### src/rtl/ser_frame_tx.sv
// Serial frame transmitter: sends {hdr, d, n} MSB first to a shift-register receiver.
// Optional build macro SER_TX_PARITY_EN puts even parity of {d, n} in frame[6].
module ser_frame_tx #(
  parameter logic [1:0] HDR      = 2'b10,
  parameter int         INIT_CYC = 1
) (
  input  logic       clk,
  input  logic       rst,
  input  logic       in_valid,
  output logic       in_ready,
  input  logic [3:0] n_in,
  input  logic [1:0] d_in,
  output logic       ser_out,
  output logic       ser_en,
  output logic       ser_init,
  output logic       busy,
  output logic       done
);

  typedef enum logic [1:0] {
    IDLE,
    INIT,
    SHIFT,
    DONE
  } state_t;

  localparam logic [1:0] ILAST = 2'(INIT_CYC - 1);

  state_t     state, state_n;
  logic [7:0] sreg, sreg_n;
  logic [2:0] cnt, cnt_n;
  logic [1:0] icnt, icnt_n;
  logic [7:0] frame;

  // Frame image latched on acceptance
  always_comb begin
`ifdef SER_TX_PARITY_EN
    frame = {HDR[1], ^{d_in, n_in}, d_in, n_in};
`else
    frame = {HDR, d_in, n_in};
`endif
  end

  // State and datapath registers
  always_ff @(posedge clk) begin
    if (rst) begin
      state <= IDLE;
      sreg  <= '0;
      cnt   <= '0;
      icnt  <= '0;
    end else begin
      state <= state_n;
      sreg  <= sreg_n;
      cnt   <= cnt_n;
      icnt  <= icnt_n;
    end
  end

  // Next-state and datapath update
  always_comb begin
    state_n = state;
    sreg_n  = sreg;
    cnt_n   = cnt;
    icnt_n  = icnt;
    unique case (state)
      IDLE: begin
        if (in_valid) begin
          sreg_n  = frame;
          cnt_n   = '0;
          icnt_n  = '0;
          state_n = INIT;
        end
      end
      INIT: begin
        if (icnt == ILAST) begin
          icnt_n  = '0;
          state_n = SHIFT;
        end else begin
          icnt_n = icnt + 2'd1;
        end
      end
      SHIFT: begin
        sreg_n = {sreg[6:0], 1'b0};
        cnt_n  = cnt + 3'd1;
        if (cnt == 3'd7) begin
          state_n = DONE;
        end
      end
      DONE: begin
        state_n = IDLE;
      end
      default: begin
        state_n = IDLE;
      end
    endcase
  end

  // Outputs decode from registered state only
  assign in_ready = (state == IDLE);
  assign busy     = ~in_ready;
  assign ser_en   = (state == SHIFT);
  assign ser_init = (state == INIT);
  assign ser_out  = ser_en & sreg[7];
  assign done     = (state == DONE);

endmodule

### config.mk
export PLATFORM = sky130hd
export DESIGN_NAME = ser_frame_tx
export DESIGN_NICKNAME = d
export VERILOG_FILES = /design/src/rtl/ser_frame_tx.sv
export SDC_FILE = /design/constraint.sdc
export NUM_CORES = 1
export LEC_CHECK = 0
export ABC_CLOCK_PERIOD_IN_PS = 1300
export BUFFER_PORTS_ARGS = -buffer_cell sky130_fd_sc_hd__buf_2
export CORE_MARGIN = 4
export CORE_UTILIZATION = 40
export CTS_CLUSTER_DIAMETER = 100
export DETAILED_ROUTE_END_ITERATION = 10
export HOLD_SLACK_MARGIN = 0.08
export PLACE_DENSITY = 0.69
export SYNTH_ARGS = -nofsm -noshare
export SYNTH_HDL_FRONTEND = slang
export SYNTH_SLANG_ARGS = --single-unit
### constraint.sdc
create_clock -name clk -period 1.3 [get_ports clk]
set_input_delay 0 -clock clk [delete_from_list [all_inputs] [get_ports clk]]
set_output_delay 0 -clock clk [all_outputs]
set_load 0.02 [all_outputs]
==> summary.txt, run 1 <==
Status
  • Status: finished, violations left
  • Failing checks: negative setup slack

CTS
  • CTS root buf: clkbuf_4
  • Worst-path clk slew: 0.09 ns
  • Clock sink count: 15
  • Max clock buf depth: 2
  • TritonCTS clock tree: yes
  • CTS buffer count: 3
  • CTS H-Tree Depth: 1
  • Worst skew pair latency: 0.28 ns

Synthesis
  • Post-synth ARST share: 0%
  • Synthesized instance count: 81
  • Avg Inst Size Synth: 9.69 um^2
  • Syn nets: 98
  • Most frequent cell after synthesis: dfxtp_1
  • Unique masters post-synth: 23
  • EDFF count, synth: 0
  • Synth Warn #: 0
  • Synth Register Bits: 15
  • Cell Area, Synth: 785 um^2
  • Most common library cells after synthesis: dfxtp_1, nor2_1, ha_1, inv_1, mux2i_1
  • Register area share after synthesis: 38.3%
  • Area leader, netlist: dfxtp_1
  • Synth Flop Type: dfxtp_1
  • Top cells by area, synth: dfxtp_1, ha_1, mux2i_1
  • Share of the synthesized area in the top cell type: 38.3%

STA
  • Setup-failing EPs final: 7
  • Slew @ Worst Pin: 0.274 ns
  • FMAX: 717 MHz
  • WHS: 0.476 ns
  • Clock Skew: 0.00686 ns
  • Fin. max-slew vios: 0
  • Sum of negative setup slack: -0.287 ns
  • Final hold violations: 0
  • Final period util: 107%
  • Final worst slack: -0.0939 ns
  • RSZ-0062 raised after global routing: yes
  • Final min period: 1.39 ns
  • Slew headroom: 81.8%

Setup path
  • Top Family by Delay on Critical Path: flip-flops
  • Crit Path Class: reg2reg
  • CP max stage cell: dfxtp_4
  • Critical Path RT: 1.49 ns
  • Crit-path max FO: 6
  • CP peak stage delay: 0.38 ns
  • Crit path capture type: flop
  • Critical Path Start Type: flop
  • Crit path DAT: 1.59 ns
  • CP Cell Sequence: inv_4, ha_4, buf_6, a221oi_4, mux2i_2
  • CP Buf/Inv Count: 2

Routing
  • DRC errors left: 0
  • DRT Wirelength: 1790 um
  • WL/cell: 12.8 um
  • Drt via density: 4.93
  • Vias: 690
  • Routed Antenna Nets: 0
  • Initial DRT Pass Iterations: 4
  • Drt initial violations: 7

Placement
  • Cells after DPL: 124
  • Post-DP HPWL: 1180 um
  • Input/output buffers: 14
  • GP Congestion: 0.754

Power
  • Worst VDD drop: 1.37 mV
  • Leakage: 0.509 nW
  • PwrDens: 2130 nW/um^2
  • Total power: 2.54 mW

GRT
  • First-pass GRT wire length: 2850 um
  • GRT Util Overall: 14.0%
  • Pin count of the biggest net entering global routing: 14
  • Vias in the first global route: 669
  • Grt total ovfl: 0
  • Antenna violations before repair: 0

Floorplan
  • Core ar.: 1780 um^2
  • Row cnt: 15
  • Chip width: 52.3 um
  • I/O Pins: 15
  • Die area: 2730 um^2
  • Starting Density: 44.0%
  • Vert. Die Dim: 52.3 um

Min path
  • Hold Path Class: reg2reg

Cells and area
  • Nets@finish: 133
  • Share of cells above drive strength 1: 47.0%
  • Diode count: 0
  • Area Overhead vs Synth: 52.2%
  • Final Core Density: 66.9%
  • Finished Layout Cells: 140

Flow run
  • Maxcap violations: 0
-- report_power, final --
| part | switching [mW] | internal [mW] | leakage [nW] |
|---|---|---|---|
| sequential | 0.105 | 0.605 | 0.125 |
| clock | 0.150 | 0.114 | 0.0177 |
| combinational | 0.730 | 0.839 | 0.366 |
-- worst paths after layout --
path / startpoint / endpoint / slack (ns) / cells past startpoint
hold / removal: sreg[0]$_SDFFE_PP0P_ / sreg[0]$_SDFFE_PP0P_ / 0.48 / 2
setup reg to reg: state[0]$_SDFFE_PP0P_ / state[1]$_SDFFE_PP0P_ / -0.09 / 5
hold reg to reg: sreg[0]$_SDFFE_PP0P_ / sreg[0]$_SDFFE_PP0P_ / 0.48 / 2
setup / recovery: state[0]$_SDFFE_PP0P_ / state[1]$_SDFFE_PP0P_ / -0.09 / 5
-- worst register-to-register path: stages (launching register included) --
cell and delay, ns:
dfxtp_4 0.38, inv_4 0.05, ha_4 0.17, buf_6 0.12, a221oi_4 0.30, mux2i_2 0.28
-- flip-flops by register name (all words and copies together) (netlist names) --
signal and cells:
icnt 2, state 2, cnt 3, sreg 8
-- metrics by stage --
stage	setup WS (ns)	cell area, um^2
6_report	-0.0939	1190
5_1_grt	-0.170	1190
4_1_cts	-0.0780	1130
3_5_place_dp	-0.106	948
3_3_place_gp	-0.0262	948
2_1_floorplan	-0.107	818
-- timing repair --
| action | 4_1_cts | 5_1_grt |
|---|---|---|
| resized for setup | 18 | 12 |
| setup endpoints to repair | 11 | 17 |
| pin swaps | 3 | 3 |
| setup buffers | 2 | 2 |
| hold buffers | 8 | 0 |
| endpoints found under the hold margin | 12 | 0 |
-- cells by family after synthesis --
group / count (synthesis) / share of synthesized area (%)
muxes: 9 / 12.1
AOI/OAI and AO/OA: 15 / 15.5
buffers and inverters: 13 / 8.77
adders and majority gates: 8 / 12.8
DFF: 15 / 38.3
and+or+nand+nor: 21 / 12.6
-- metal layers --
| metal | up-vias | global-route usage [%] | routed length (um) |
|---|---|---|---|
| met2 | 11 | 22.9 | 920 |
| met4 | 0 | 4.26 | 27 |
| li1 | 356 | - | - |
| met3 | 4 | 5.13 | 68 |
| met5 | - | 0 | 0 |
| met1 | 319 | 16.9 | 772 |
-- final cells by class --
type                    instances  area (um^2)
fillers                       143          589
multi-input cells              53          515
flip-flops and latches         15          310
repair buffers                 35          274
inverters                       8         35.0
well taps                      25         31.3
clock buffers                   3         22.5
clock inverters                 1         5.00
-- cell usage in the layout (no fill, tap or decap) --
| cell | instances |
|---|---|
| mux2i_1 | 6 |
| a21oi_1 | 2 |
| a211oi_1 | 3 |
| or2b_1 | 1 |
| nor2_2 | 2 |
| clkinv_2 | 1 |
| buf_4 | 11 |
| dfxtp_4 | 2 |
| inv_2 | 2 |
| inv_4 | 2 |
| nand2_1 | 5 |
| dfxtp_1 | 11 |
| nor2b_4 | 1 |
| mux2_4 | 1 |
| buf_2 | 11 |
| a211oi_2 | 2 |
| dfxtp_2 | 2 |
| nand4b_1 | 1 |
| ha_1 | 4 |
| inv_1 | 4 |
| mux2i_2 | 2 |
| buf_6 | 5 |
| clkbuf_4 | 3 |
| nand3b_1 | 1 |
| and2_4 | 1 |
| dlygate4sd3_1 | 8 |
| o211a_1 | 1 |
| o221a_2 | 1 |
| nor2_1 | 8 |
| ha_4 | 4 |
| a32oi_1 | 5 |
| a221oi_4 | 1 |
| or3_1 | 1 |
(Power assumes the default switching activity.)
==> run 2: changes to the inputs <==
--- a/config.mk
+++ b/config.mk
@@ -5,6 +5,7 @@
 export SDC_FILE = /design/constraint.sdc
 export NUM_CORES = 1
 export LEC_CHECK = 0
+export ABC_AREA = 1
 export ABC_CLOCK_PERIOD_IN_PS = 1300
 export BUFFER_PORTS_ARGS = -buffer_cell sky130_fd_sc_hd__buf_2
 export CORE_MARGIN = 4
==> run 2 against run 1 <==
Against the previous run:
- the run now ends clean
- power fell by 2.9%
- non-clock buffer count fell by 11
- largest power group unchanged
- flip-flop and latch count stayed put
- setup slack improved by 0.13 ns
- register-to-register slack better by 0.19 ns
- critical path depth up 1
- core utilization shrank 8.5 points
- synthesized cell count increased by 35%
- critical path type is now reg2out
- final area is 12% lower
- via count grew 6.7%
==> summary.txt, run 2 <==
Synthesis
  • Synth Flop Type: dfxtp_1
  • EDFF count, synth: 0
  • Synth Warn #: 0
  • Register area share after synthesis: 38.0%
  • Most common library cells after synthesis: nand2_1, nor2_1, dfxtp_1
  • Top cells by area, synth: dfxtp_1, nand2_1, ha_1
  • Most frequent cell after synthesis: nand2_1
  • Post-synth ARST share: 0%
  • Area leader, netlist: dfxtp_1
  • Synthesized instance count: 109
  • Cell Area, Synth: 790 um^2
  • Avg Inst Size Synth: 7.24 um^2
  • Synth Register Bits: 15
  • Share of the synthesized area in the top cell type: 38.0%
  • Syn nets: 126
  • Unique masters post-synth: 15

CTS
  • Clock sink count: 15
  • CTS H-Tree Depth: 1
  • CTS buffer count: 3
  • Max clock buf depth: 2
  • Worst-path clk slew: 0.09 ns
  • Worst skew pair latency: 0.29 ns
  • CTS root buf: clkbuf_4
  • TritonCTS clock tree: yes

STA
  • Fin. max-slew vios: 0
  • Final min period: 1.27 ns
  • Final period util: 97.4%
  • Slew headroom: 86.9%
  • FMAX: 790 MHz
  • Slew @ Worst Pin: 0.197 ns
  • Final hold violations: 0
  • Clock Skew: 0.00680 ns
  • RSZ-0062 raised after global routing: yes
  • Setup-failing EPs final: 0

Flow run
  • Maxcap violations: 0

Routing
  • Drt via density: 4.57
  • DRT Wirelength: 1700 um
  • Initial DRT Pass Iterations: 2
  • DRC errors left: 0
  • WL/cell: 10.5 um
  • Vias: 736
  • Routed Antenna Nets: 0
  • Drt initial violations: 2

Placement
  • Input/output buffers: 14
  • Cells after DPL: 149
  • GP Congestion: 0.767
  • Placed cell area: 906 um^2
  • Post-DP HPWL: 1240 um

Cells and area
  • Largest reg by FF count: sreg
  • Fillers: 180
  • Commonest non-fill, non-tap cell in the layout: nand2_1
  • Largest register FFs: 8
  • Area Overhead vs Synth: 33.4%
  • Finished Layout Cells: 161
  • Largest regs: sreg: 8 flops, cnt: 3 flops
  • Nets@finish: 154
  • Design area: 1050 um^2
  • Most frequent cells in the layout: nand2_1, nor2_1, buf_2, dfxtp_1
  • Share of cells above drive strength 1: 29.4%
  • Diode count: 0

Setup path
  • Worst r2r path cells: 7
  • Reg2reg end: cnt[2]$_SDFFE_PP0P_
  • CP startpoint: state[0]$_SDFFE_PP0P_
  • Crit-path max FO: 7
  • Critical Path Start Type: flop
  • Worst r2r src: state[1]$_SDFFE_PP0P_
  • Flop-to-flop setup slack: 0.10 ns
  • Crit Path Class: reg2out
  • Worst setup endpoint: ser_out
  • Critical Path RT: 1.30 ns
  • Crit path capture type: primary output
  • Crit path DAT: 1.27 ns

GRT
  • First-pass GRT wire length: 2950 um
  • Vias in the first global route: 700
  • GRT Util Overall: 14.5%
  • Antenna violations before repair: 0
  • Grt total ovfl: 0
  • Pin count of the biggest net entering global routing: 11

Power
  • Worst VDD drop: 1.49 mV
  • Leakage: 0.509 nW
  • PwrDens: 2340 nW/um^2

Floorplan
  • Vert. Die Dim: 52.4 um
  • Row cnt: 15
  • I/O Pins: 15
  • Starting Density: 43.8%
  • Chip width: 52.4 um
  • Core ar.: 1800 um^2
  • Die area: 2750 um^2

Status
  • Status: complete, no violations

Min path
  • Hold Path Class: in2reg
## run 2: cell types whose count changed after synthesis, moves of 7 or more
cell | previous run | this run
nor2_1 | 10 | 17
o21ai_1 | 0 | 8
mux2i_1 | 8 | 0
nand2_1 | 5 | 29
## run 2: how the worst min path moves through the flow
stage | startpoint | to | cells past startpoint
2_1_floorplan | rst | cnt[1]$_SDFFE_PP0P_ | 1
3_3_place_gp | rst | sreg[6]$_SDFFE_PP0P_ | 2
3_5_place_dp | rst | icnt[0]$_SDFFE_PP0P_ | 2
4_1_cts | in_valid | sreg[7]$_SDFFE_PP0P_ | 4
5_1_grt | in_valid | sreg[7]$_SDFFE_PP0P_ | 4
6_report | in_valid | sreg[7]$_SDFFE_PP0P_ | 4
## run 2: cell families after synthesis
kind of cell / Yosys count / share of synthesized area (%)
fa+ha+maj: 8 / 12.7
simple gates: 58 / 33.4
buf+inv: 13 / 6.34
flops: 15 / 38.0
compound gates: 15 / 9.51
## run 2: stage by stage
stage | hold slack (ns) | utilization (%) | setup WS [ns] | total power [mW] | setup TNS (ns)
CTS | 0.142 | 56.4 | -0.0197 | 2.35 | -0.0459
floorplan | 0.0691 | - | 0.0234 | 1.70 | 0
global route | 0.165 | 58.5 | -0.0406 | 2.72 | -0.0406
finish | 0.136 | 58.5 | 0.0342 | 2.47 | 0
detailed placement | 0.258 | 50.3 | -0.0410 | 2.03 | -0.0927
global placement | 0.258 | 50.3 | 0.0326 | 2.00 | 0
## run 2: per-layer routing
metal | vias up | GRT usage, % | part of all wire [%]
li1 | 396 | - | -
met1 | 323 | 16.5 | 43
met2 | 15 | 25.2 | 50
met3 | 2 | 6.27 | 6.2
met4 | 0 | 2.55 | 0.59
met5 | - | 0 | 0
## run 2: worst max-delay path, stage by stage (launching register included)
cell	delay (ns)
dfxtp_2	0.38
inv_4	0.06
ha_4	0.18
buf_6	0.13
nand2_1	0.06
inv_1	0.03
buf_2	0.14
## run 2: repair_timing
item / CTS / global route
gates cloned: 0 / 0
buffers inserted: 0 / 1
resized for setup: 4 / 8
hold endpoints to repair: 11 / 0
pin swaps: 0 / 2
setup endpoints to repair: 9 / 15
hold buffers: 7 / 0
## run 2: power breakdown
part           switching [mW]  internal [mW]
Combinational           0.905          0.551
Clock                   0.152          0.114
Sequential              0.112          0.635
Total                    1.17           1.30
## run 2: layout make-up
type	instances	area [um^2]	share of cell area (%)
multi-input combinational	81	475	45.1
sequential	15	305	29.0
timing repair buffer	24	166	15.8
inverter	12	47.5	4.51
tap	25	31.3	2.97
clock buffer	3	22.5	2.14
clock inverter	1	5.00	0.475
